File: src/rtl/store_buffer.sv
// store_buffer: posted-write buffer between a single-cycle core's store port
// and data memory. Each store is captured in one cycle into a DEPTH-entry FIFO
// and drained to memory over a valid/ready handshake; the core is stalled only
// when the FIFO is full.
//
// Optional feature macro: STORE_BUF_FWD_EN
//   defined   - loads are compared against every buffered store and the
//               youngest match is forwarded on rd_hit/rd_data (no load stall).
//   undefined - rd_hit/rd_data tied 0; a load stalls until the buffer drains.
//
// Ports
//   clk, reset          clock (rising edge), asynchronous active-low reset
//   memwrite, dataadr,  core store strobe, byte address (store and load),
//   writedata, memread  store data, load strobe
//   stall               core must hold its current instruction
//   mem_valid/addr/wdata head entry presented to memory (0 while empty)
//   mem_ready           memory accepts the head entry this cycle
//   rd_hit, rd_data     load forwarding result
//   count, empty        occupancy

// One FIFO slot: word address, data and a valid flag.
module store_buffer_entry #(
  parameter int AW = 32,
  parameter int DW = 32
) (
  input  logic          clk,
  input  logic          reset,
  input  logic          we,
  input  logic          clr,
  input  logic [AW-3:0] wadr,
  input  logic [DW-1:0] wdat,
  output logic          vld,
  output logic [AW-3:0] adr,
  output logic [DW-1:0] dat
);
  always_ff @(posedge clk or negedge reset) begin
    if (!reset) begin
      vld <= 1'b0;
      adr <= '0;
      dat <= '0;
    end else if (we) begin
      vld <= 1'b1;
      adr <= wadr;
      dat <= wdat;
    end else if (clr) begin
      vld <= 1'b0;
    end
  end
endmodule

module store_buffer #(
  parameter int DEPTH = 4,
  parameter int AW    = 32,
  parameter int DW    = 32
) (
  input  logic                   clk,
  input  logic                   reset,
  input  logic                   memwrite,
  input  logic [AW-1:0]          dataadr,
  input  logic [DW-1:0]          writedata,
  input  logic                   memread,
  output logic                   stall,
  output logic                   mem_valid,
  output logic [AW-1:0]          mem_addr,
  output logic [DW-1:0]          mem_wdata,
  input  logic                   mem_ready,
  output logic                   rd_hit,
  output logic [DW-1:0]          rd_data,
  output logic [$clog2(DEPTH):0] count,
  output logic                   empty
);
  localparam int PW = $clog2(DEPTH);
  localparam int CW = PW + 1;
  localparam logic [CW-1:0] FULL_CNT = CW'(DEPTH);

  logic [PW-1:0] wptr, rptr;
  logic [CW-1:0] cnt;
  logic          full, push, pop;

  logic [DEPTH-1:0]           evld;
  logic [DEPTH-1:0][AW-3:0]   eadr;
  logic [DEPTH-1:0][DW-1:0]   edat;

  // All stores are full-word; the byte offset is dropped on entry.
  logic unused_lsb;
  assign unused_lsb = ^dataadr[1:0];

  assign full  = (cnt == FULL_CNT);
  assign empty = (cnt == '0);
  assign count = cnt;

  // full is registered occupancy, so a same-cycle pop never lifts the stall.
  assign push = memwrite & ~full;
  assign pop  = ~empty & mem_ready;

  // evld[rptr] is set exactly when the FIFO is non-empty, so the head mux
  // naturally presents 0 while empty.
  assign mem_valid = ~empty;
  assign mem_addr  = evld[rptr] ? {eadr[rptr], 2'b00} : '0;
  assign mem_wdata = evld[rptr] ? edat[rptr] : '0;

  genvar i;
  generate
    for (i = 0; i < DEPTH; i++) begin : g_ent
      store_buffer_entry #(.AW(AW), .DW(DW)) u_ent (
        .clk  (clk),
        .reset(reset),
        .we   (push && (wptr == PW'(i))),
        .clr  (pop && (rptr == PW'(i))),
        .wadr (dataadr[AW-1:2]),
        .wdat (writedata),
        .vld  (evld[i]),
        .adr  (eadr[i]),
        .dat  (edat[i])
      );
    end
  endgenerate

  always_ff @(posedge clk or negedge reset) begin
    if (!reset) begin
      wptr <= '0;
      rptr <= '0;
      cnt  <= '0;
    end else begin
      if (push) wptr <= wptr + PW'(1);
      if (pop)  rptr <= rptr + PW'(1);
      case ({push, pop})
        2'b10:   cnt <= cnt + CW'(1);
        2'b01:   cnt <= cnt - CW'(1);
        default: ;
      endcase
    end
  end

`ifdef STORE_BUF_FWD_EN
  logic [DEPTH-1:0] ehit;

  generate
    for (i = 0; i < DEPTH; i++) begin : g_cmp
      assign ehit[i] = evld[i] & (eadr[i] == dataadr[AW-1:2]);
    end
  endgenerate

  // Walk oldest to youngest from the head; the last match wins, giving the
  // youngest store. The entry popping this cycle is still valid here.
  always_comb begin
    rd_hit  = 1'b0;
    rd_data = '0;
    if (memread) begin
      for (int k = 0; k < DEPTH; k++) begin
        if (ehit[rptr + PW'(k)]) begin
          rd_hit  = 1'b1;
          rd_data = edat[rptr + PW'(k)];
        end
      end
    end
  end

  assign stall = memwrite & full;
`else
  assign rd_hit  = 1'b0;
  assign rd_data = '0;
  // Without forwarding, loads wait until every posted store has landed.
  assign stall   = (memwrite & full) | (memread & ~empty);
`endif

endmodule

File: config.mk
export PLATFORM = sky130hd
export DESIGN_NAME = store_buffer
export DESIGN_NICKNAME = d
export VERILOG_FILES = /design/src/rtl/store_buffer.sv
export SDC_FILE = /design/constraint.sdc
export NUM_CORES = 1
export LEC_CHECK = 0
export BUFFER_PORTS_ARGS = -buffer_cell sky130_fd_sc_hd__buf_2
export CORE_MARGIN = 2
export CORE_UTILIZATION = 35
export DETAILED_ROUTE_END_ITERATION = 6
export GPL_ROUTABILITY_DRIVEN = 0
export GPL_TIMING_DRIVEN = 0
export PLACE_DENSITY = 0.62
export SYNTH_ARGS = -nofsm -noshare
export SYNTH_HDL_FRONTEND = slang
export SYNTH_SLANG_ARGS = --single-unit
File: constraint.sdc
create_clock -name clk -period 2.1 [get_ports clk]
set_input_delay 0.42 -clock clk [delete_from_list [all_inputs] [get_ports clk]]
set_output_delay 0.42 -clock clk [all_outputs]
set_load 0.01 [all_outputs]
-- After elaboration in Yosys (flattened, before gate mapping)
Cells that the tools add are included.
- word-level logic and storage cells: 69
- output and inout port bits: 103
- flip-flop bits (word level): 259
- bits of input ports: 69
- muxes and demuxes: 17
- add/subtract/negate cells: 4
- order comparisons: 1
- reductions and logical operators: 16
- bitwise logic cells: 7
- equality and inequality tests: 9
- operators with widths (operator ; count):
    2-to-1 mux 32 bit ; 3
    binary-select mux 32 bit (select 2 bit) ; 1
    binary-select mux 30 bit (select 2 bit) ; 1
    2-to-1 mux 30 bit ; 1
    equality test 2 bit, second input constant ; 5
    nonzero test 2 bit ; 5
    2-to-1 mux 1 bit ; 9
    logical AND 1 bit ; 8
    equality test 2 x 1 -> 1 bit, second input constant ; 3
    one-hot mux 3 bit (2 select lines) ; 1
    adder 2 x 1 -> 2 bit, second input constant ; 2
    bitwise AND 1 bit ; 4
    zero test 2 bit ; 2
    adder 3 x 1 -> 3 bit, second input constant ; 1
    equality test 3 bit, second input constant ; 1
    zero test 3 bit ; 1
    less-than comparator 2 x 3 -> 1 bit, second input constant ; 1
    subtractor 3 x 1 -> 3 bit, second input constant ; 1
    binary-select mux 1 bit (select 2 bit) ; 1
    inverter 1 bit ; 2
    bitwise OR 1 bit ; 1

-- Longest topological paths before layout
Gate-level depths: netlist (run 1).
- depth in word-level cells: 6
- gate-level depth with buffers: 8
- depth with buffers taken out: 8

-- Hierarchy
A second synthesis (run 1) with hierarchy kept.
- cell total of the unflattened synthesis: 770
- area total of the unflattened synthesis: 13310.3 sq um
- modules (own cells, without submodules) (module ; area an instance (sq um) ; times used ; sequential area each (sq um) ; cells an instance):
    store_buffer_entry ; 2638.8 ; 4 ; 1576.5 ; 134
    store_buffer ; 2755.1 ; 1 ; 175.2 ; 234

-- Least setup slack after synthesis (run 1)
Ideal clock, no wire load.
- kind: register -> register
- start point: reg cnt[1], in the netlist count[1]
- end point: reg cnt[2], in the netlist count[2]
- slack: 6 ps
- setup time: 79 ps
- cell stages (with the launch flop): 9
- buffers on the path: 0
- required time: 2021 ps
- clock period less this slack: 2094 ps
- arrival: 2015 ps
- cell sequence: dfrtp_1 -> nor3b_2 -> nand2b_1 -> ha_1 -> inv_1 -> fa_1 -> xor2_1 -> nor2_1 -> xor2_1
- longest elaborated chain between the ends: 5
- elaborated cells on any way between the ends: 12
- classes of those cells: add/sub (2); eq/ne (3); mux (1); bitwise (4); reduce/logical (2)
- RTL lines (what ; line ; RTL):
    from (decl) ; 77 ; logic [CW-1:0] cnt;
    from (signal assigned) ; 128 ; 2'b10: cnt <= cnt + CW'(1);
    from (signal assigned) ; 129 ; 2'b01: cnt <= cnt - CW'(1);
    equality test 3 bit or zero test 3 bit (tied branches) ; 88, 89 ;
    inverter 1 bit, on equally long branches ; 93, 94 ;
    bitwise AND 1 bit, on equally long branches ; 93, 94 ;
    equality test 2 x 1 -> 1 bit or equality test 2 bit (tied branches) ; 127 ; case ({push, pop})
    one-hot mux 3 bit (2 select lines) or nonzero test 2 bit (tied branches) ; - ;
Several ways; a longest one is shown, not always the timed one.
A chain may end at the register's enable or synchronous reset.

-- Final worst setup path (run 1)
- start point: reg rptr[0]
- end point: out mem_wdata[17]
- longest elaborated chain between the ends: 3
- elaborated cells on any way between the ends: 5
- classes of those cells: mux (5)
- RTL lines (what ; line ; RTL):
    from (decl) ; 76 ; logic [PW-1:0] wptr, rptr;
    from (signal assigned) ; 126 ; if (pop) rptr <= rptr + PW'(1);
    binary-select mux 32 bit (select 2 bit) or binary-select mux 1 bit (select 2 bit) (tied branches) ; 100 ; assign mem_wdata = evld[rptr] ? edat[rptr] : '0;
    2-to-1 mux 32 bit (not written as such) or 2-to-1 mux 1 bit (tied branches) ; 100 ;
    2-to-1 mux 32 bit * ; 100 ;
    to (decl) ; 65 ; output logic [DW-1:0] mem_wdata,
Every way passes the cells marked *; elsewhere a longest branch is shown, timed or not. The select of a mux whose other input is x is not followed.

==> results.yml, run 1 <==
global_route:
  grt_pass1_vias: 7347
  grt_max_degree: 117
  gr-usage-all-layers_pct: 14.6
  grt_remaining_overflow: 0
  antenna_found_initial: 3
  grt_pass1_wl_microns: 41600
placed_design:
  numPortBuffers: 134
  place_area_sq_mm: 0.0136
  hpwl_microns: 17000
critical_path:
  critPathArrivalTime_ps: 2130
  crit_cells: 6
  end_kind: "primary output"
  cp_num_buf_inv: 3
  reg2reg_depth: 5
  reg2reg_slack_ps: 120
  cp.required_ps: 1680
  crit_fanout: 10
  r2r-end: "g_ent[3].u_ent.dat[26]"
  path_class: "flip-flop to primary output"
  cpLargestDelayFamily: "buffers and inverters"
  slowest_delay_ps: 420
  cp_cell_sequence: "buf_12 > mux2i_1 > mux2_4 > clkbuf_16 > nor2b_2 > buf_2"
  critPathSlowestCell: "dfrtp_2"
  r2r_start: "count[2]"
  critPathLaunchType: "flip-flop"
hold_path:
  min_delay_path_depth: 2
  hold_end: "g_ent[1].u_ent.adr[24]"
  min-delay-start: "dataadr[26]"
  hp-class: "input pin to flip-flop"
yosys:
  synth_area_leaders: "dfrtp_1 (53%), mux2_2 (23%), mux4_2 (12%)"
  synthXorXnorAreaFrac_pct: 0.361
  synthDistinctLibCells: 26
  synth_top_family_by_area: "multiplexers"
  synth.mux.area_fraction_pct: 34.9
  synth_fa_ha_area_share_pct: 1.09
  ys_seq_area_share_pct: 53.4
  avgSynthCellArea_sq_um: 15.8
  yosys.area.top_type_share_pct: 53.4
  synth-simple-area-share_pct: 3.98
  synth_compound_area_share_pct: 0.454
  synth-warning-count: 0
  syn-cell-area_sq_mm: 0.0121
  ys_seq_elements: 259
  netlist_instances: 766
  synth_top_area_cell: "dfrtp_1"
timing:
  layout_setup_ws_ps: -450
  tns_ps: -25260
  finClkSkew_ps: 12.0
  rsz0062_at_grt: "yes"
  final_hold_viol_count: 0
  period_share_pct: 121
  tightest_slew_ps: 616
  setup_viol: 62
  drv_slew: 0
  clock.fmax_mhz: 392
  min_period_ps: 2550
  slew-limit-headroom_pct: 58.9
clock_network:
  cts_tree: "built"
  cts_sinks: 259
  cts-root-buf: "clkbuf_16"
  clk_latency_ps: 540
  cts_max_level: 1
  numCtsBuffers: 30
  clkTransAtPathRegs_ps: 60
  clockBufferDepth: 3
floorplanning:
  boundaryPins: 172
  fp.coreArea_sq_mm: 0.0344
  die_area_sq_mm: 0.0362
  die_width_microns: 190
  initial_utilization_pct: 35.3
  fp-row-count: 68
  die_h_microns: 190
detailed_routing:
  ant_nets: 0
  drc: 0
  first_pass_iters: 4
  viasPerCell: 4.74
  wl_per_cell_microns: 17.8
  drt_iter0_drc: 250
  vias: 6900
  wl_microns: 26000
power_and_ir_drop:
  p_leak_nw: 6.61
  p_clk_share_pct: 19.8
  power_mw: 26.8
  power.share.sequential_pct: 32.9
  ir_drop_mv: 0.983
  intPower_mw: 18.3
  pwr_density_cell_mw_per_mm2: 1770
  p_sw_share_pct: 31.5
  switchingPower_mw: 8.44
  combPwrFrac_pct: 47.3
run_status:
  violations: "negative setup slack"
  status: "complete, but fails checks"
layout:
  stdcell_area_sq_mm: 0.0151
  final_cell_mix: "dfrtp_1 (256), mux2_2 (249), buf_2 (123)"
  synthToLayoutAreaGrowth_pct: 24.4
  layout-drive-gt1-share_pct: 63.5
  final_nets: 1055
  final_common_cell: "dfrtp_1"
  fill_cells: 3118
flow_run:
  maxCapViolations: 0
==> metal layers <==
metal	routed length (microns)	global-route usage (%)	part of all wire (%)
met1	11800	19.9	46
met2	12200	24.3	47
met3	1480	3.13	5.7
met4	455	2.77	1.8
met5	22	0	0.085
==> per-stage QoR <==
| stage | util [%] | hold slack [ps] | setup WS, ps | instances |
|---|---|---|---|---|
| global placement | 39.3 | 462 | -4280 | 1389 |
| global route | 43.9 | 122 | -541 | 1454 |
| finish | 43.9 | 146 | -450 | 1455 |
| CTS | 43.7 | 112 | -502 | 1453 |
| detailed placement | 39.5 | 309 | -715 | 1391 |
| floorplan | - | 124 | 6.26 | 800 |
==> sequential cells by signal (all words and copies together) (netlist names) <==
register,flops
rptr,2
wptr,2
g_ent.u_ent.adr,120
g_ent.u_ent.vld,4
count,3
g_ent.u_ent.dat,128
==> logic make-up (layout without fill, tap and decap cells) <==
kind of cell / count (synthesis) / count (layout)
mux: 314 / 314
flops: 259 / 259
buf+inv: 88 / 287
simple gates: 81 / 81
fa+ha+maj: 10 / 10
compound gates: 8 / 8
xor+xnor: 5 / 5
other cells: 1 / 36
==> worst reg2reg max path: cells and delay by family (launching register included) <==
family,cells,cell delay [ps]
buf+inv,2,480
simple gates,2,590
flops,1,430
mux,1,360
==> power by group through the flow <==
stage               Sequential, mW  Combinational (mW)  Clock (mW)
finish                        8.81                12.7        5.29
CTS                           8.82                12.7        5.44
floorplan                     8.49                8.26           0
detailed placement            8.89                11.4           0
global placement              8.81                11.2           0
global route                  9.16                13.7        5.66
==> worst max path at each step <==
stage	startpoint	to	slack [ps]
final	rptr[0]	mem_wdata[17]	-450
after global routing	rptr[0]	mem_wdata[17]	-540
after CTS	rptr[0]	mem_addr[27]	-500
after detailed placement	rptr[1]	mem_wdata[2]	-710
after global placement	reset	g_ent[0].u_ent.adr[17]	-4280
after floorplan	count[1]	count[2]	6
==> cells in the mapped netlist, drive strengths merged <==
library cell	instances
a21o	4
a31oi	1
buf	49
clkbuf	31
conb	1
dfrtp	259
fa	1
ha	9
inv	8
mux2	250
mux2i	2
mux4	62
nand2	10
nand2b	1
nor2	6
nor2b	62
nor3b	1
o21ai	2
o31a	1
or3	1
xnor2	3
xor2	2
==> layout make-up <==
class	instances	area, sq um	share of cell area, %
inverter	8	30.0	0.199
clock inverter	12	119	0.787
tap	455	569	3.77
sequential	259	6480	42.9
clock buffer	43	901	5.97
buffer	79	891	5.90
timing repair buffer	145	861	5.70
antenna	1	2.50	0.0166
multi-input combinational	453	5240	34.7
==> what timing repair did <==
action,4_1_cts,5_1_grt
setup endpoints to repair,290,64
hold buffers,1,0
cloned,0,0
hold endpoints to repair,32,0
pin swaps,2,1
buffers inserted,7,2
resized for setup,99,23
Note: power is estimated with default switching activity, not from simulation.
==> run 2: changes to the inputs <==
CORE_UTILIZATION = 43   (was 35)
PLACE_DENSITY = 0.7   (was 0.62)
clock period = 2.35 ns   (was 2.1 ns; I/O delays follow)
==> run 2 against run 1 <==
Effect of this change:
- the run still ends with negative setup slack left
- first-iteration DRC count is 40% higher
- clock power decreased by 14%
- sequential share of layout area up 0.92 points
- register-to-register slack barely moved
- routed wire length is 4.8% lower
- global-route usage rose by 2.6 points
- largest cell class unchanged
- highest routed layer unchanged
==> results.yml, run 2 (synthesized netlist as in run 1, its figures left out) <==
detailed_routing:
  vias: 6810
  ant_nets: 0
  drc: 0
  drt_iter0_drc: 351
  first_pass_iters: 4
  wl_microns: 24700
  viasPerCell: 4.96
  wl_per_cell_microns: 18.0
clock_network:
  cts-root-buf: "clkbuf_16"
  clockBufferDepth: 3
  cts_tree: "built"
  numCtsBuffers: 29
  clkTransAtPathRegs_ps: 60
  clk_latency_ps: 540
  cts_sinks: 259
  cts_max_level: 1
global_route:
  grt_pass1_wl_microns: 39600
  gr-usage-all-layers_pct: 17.2
  grt_remaining_overflow: 0
  antenna_found_initial: 7
  grt_max_degree: 117
  grt_pass1_vias: 7174
floorplanning:
  fp.coreArea_sq_mm: 0.0278
  die_h_microns: 172
  boundaryPins: 172
  initial_utilization_pct: 43.7
  die_width_microns: 172
  fp-row-count: 61
  die_area_sq_mm: 0.0296
run_status:
  violations: "negative setup slack"
  status: "complete, but fails checks"
layout:
  synthToLayoutAreaGrowth_pct: 21.7
  layout-drive-gt1-share_pct: 60.9
  final_cell_mix: "dfrtp_1 (258), mux2_2 (249), buf_2 (128)"
  reg_top3: "g_ent.u_ent.dat: 128 flops, g_ent.u_ent.adr: 120 flops, g_ent.u_ent.vld: 4 flops"
  largest_register_ffs: 128
  stdcell_area_sq_mm: 0.0148
  final_nets: 1050
  top_register: "g_ent.u_ent.dat"
  final_common_cell: "dfrtp_1"
critical_path:
  end_kind: "primary output"
  path_class: "flip-flop to primary output"
  critPathLaunchType: "flip-flop"
  slowest_delay_ps: 420
  cp.required_ps: 1880
  critPathArrivalTime_ps: 2110
  cp_cell_sequence: "buf_12 > mux2i_1 > mux2_4 > clkbuf_16 > nor2b_2 > buf_2"
  crit_fanout: 10
  critPathSlowestCell: "dfrtp_2"
timing:
  finClkSkew_ps: 14.1
  layout_setup_ws_ps: -231
  clock.fmax_mhz: 388
  period_share_pct: 110
  rsz0062_at_grt: "yes"
  slew-limit-headroom_pct: 47.0
  setup_viol: 62
  min_period_ps: 2580
  final_hold_viol_count: 0
  holdWs_ps: 204
  drv_slew: 0
  tightest_slew_ps: 794
power_and_ir_drop:
  ir_drop_mv: 0.851
  pwr_density_cell_mw_per_mm2: 1570
  p_leak_nw: 6.52
  power_mw: 23.2
flow_run:
  maxCapViolations: 0
placed_design:
  hpwl_microns: 16300
  numPortBuffers: 134
  place_area_sq_mm: 0.0135
hold_path:
  hp-class: "input pin to flip-flop"
## run 2: stage by stage
stage          setup TNS, ps  utilization [%]  setup WS (ps)  cells
3_3_place_gp        -1037020             48.3          -3970   1312
3_5_place_dp          -17330             48.5           -416   1314
5_1_grt               -17740             53.2           -323   1372
4_1_cts               -14950             53.0           -288   1370
6_report              -11590             53.2           -231   1373
2_1_floorplan              0                -            256    800
## run 2: repair_timing
item / CTS / global route
buffers inserted: 2 / 1
pin swaps: 0 / 1
resized for setup: 73 / 16
setup endpoints to repair: 62 / 63
endpoints found under the hold margin: 31 / 0
hold buffers: 1 / 0
## run 2: critical path: cells and delay by family (launching register included)
kind          cells  cell delay, ps
buf+inv           3             520
flops             1             420
mux               2             500
simple gates      1             130
## run 2: worst paths after layout
check,start,end,slack [ps],cells past startpoint
min in group asynchronous,reset,g_ent[1].u_ent.adr[13],380,2
worst min register to register,g_ent[3].u_ent.vld,g_ent[3].u_ent.vld,480,1
worst min-delay path,dataadr[15],g_ent[0].u_ent.adr[13],200,2
worst max register to register,count[2],g_ent[3].u_ent.dat[28],120,5
worst max-delay path,rptr[0],mem_wdata[4],-230,6
max in group asynchronous,reset,g_ent[3].u_ent.dat[27],1070,3
## run 2: metal layers
layer	global-route usage, %	wire [microns]	vias up
met5	0	34	-
li1	-	-	3091
met2	27.9	11600	154
met3	3.96	1440	43
met4	3.87	551	6
met1	23.7	11100	3516
## run 2: final cells by class
class | instances | area, sq um
diodes | 2 | 5.00
plain buffers | 80 | 862
clock buffers | 44 | 872
clock inverters | 9 | 103
fillers | 2349 | 13000
inverters | 8 | 30.0
multi-input cells | 453 | 5160
flip-flops and latches | 259 | 6480
well taps | 378 | 473
repair buffers | 140 | 792
## run 2: where the power goes
part	total, mW	switching [mW]	internal [mW]	leakage, nW
logic	10.7	4.39	6.36	2.97
registers	7.90	1.12	6.78	3.07
clock network	4.55	1.78	2.76	0.486
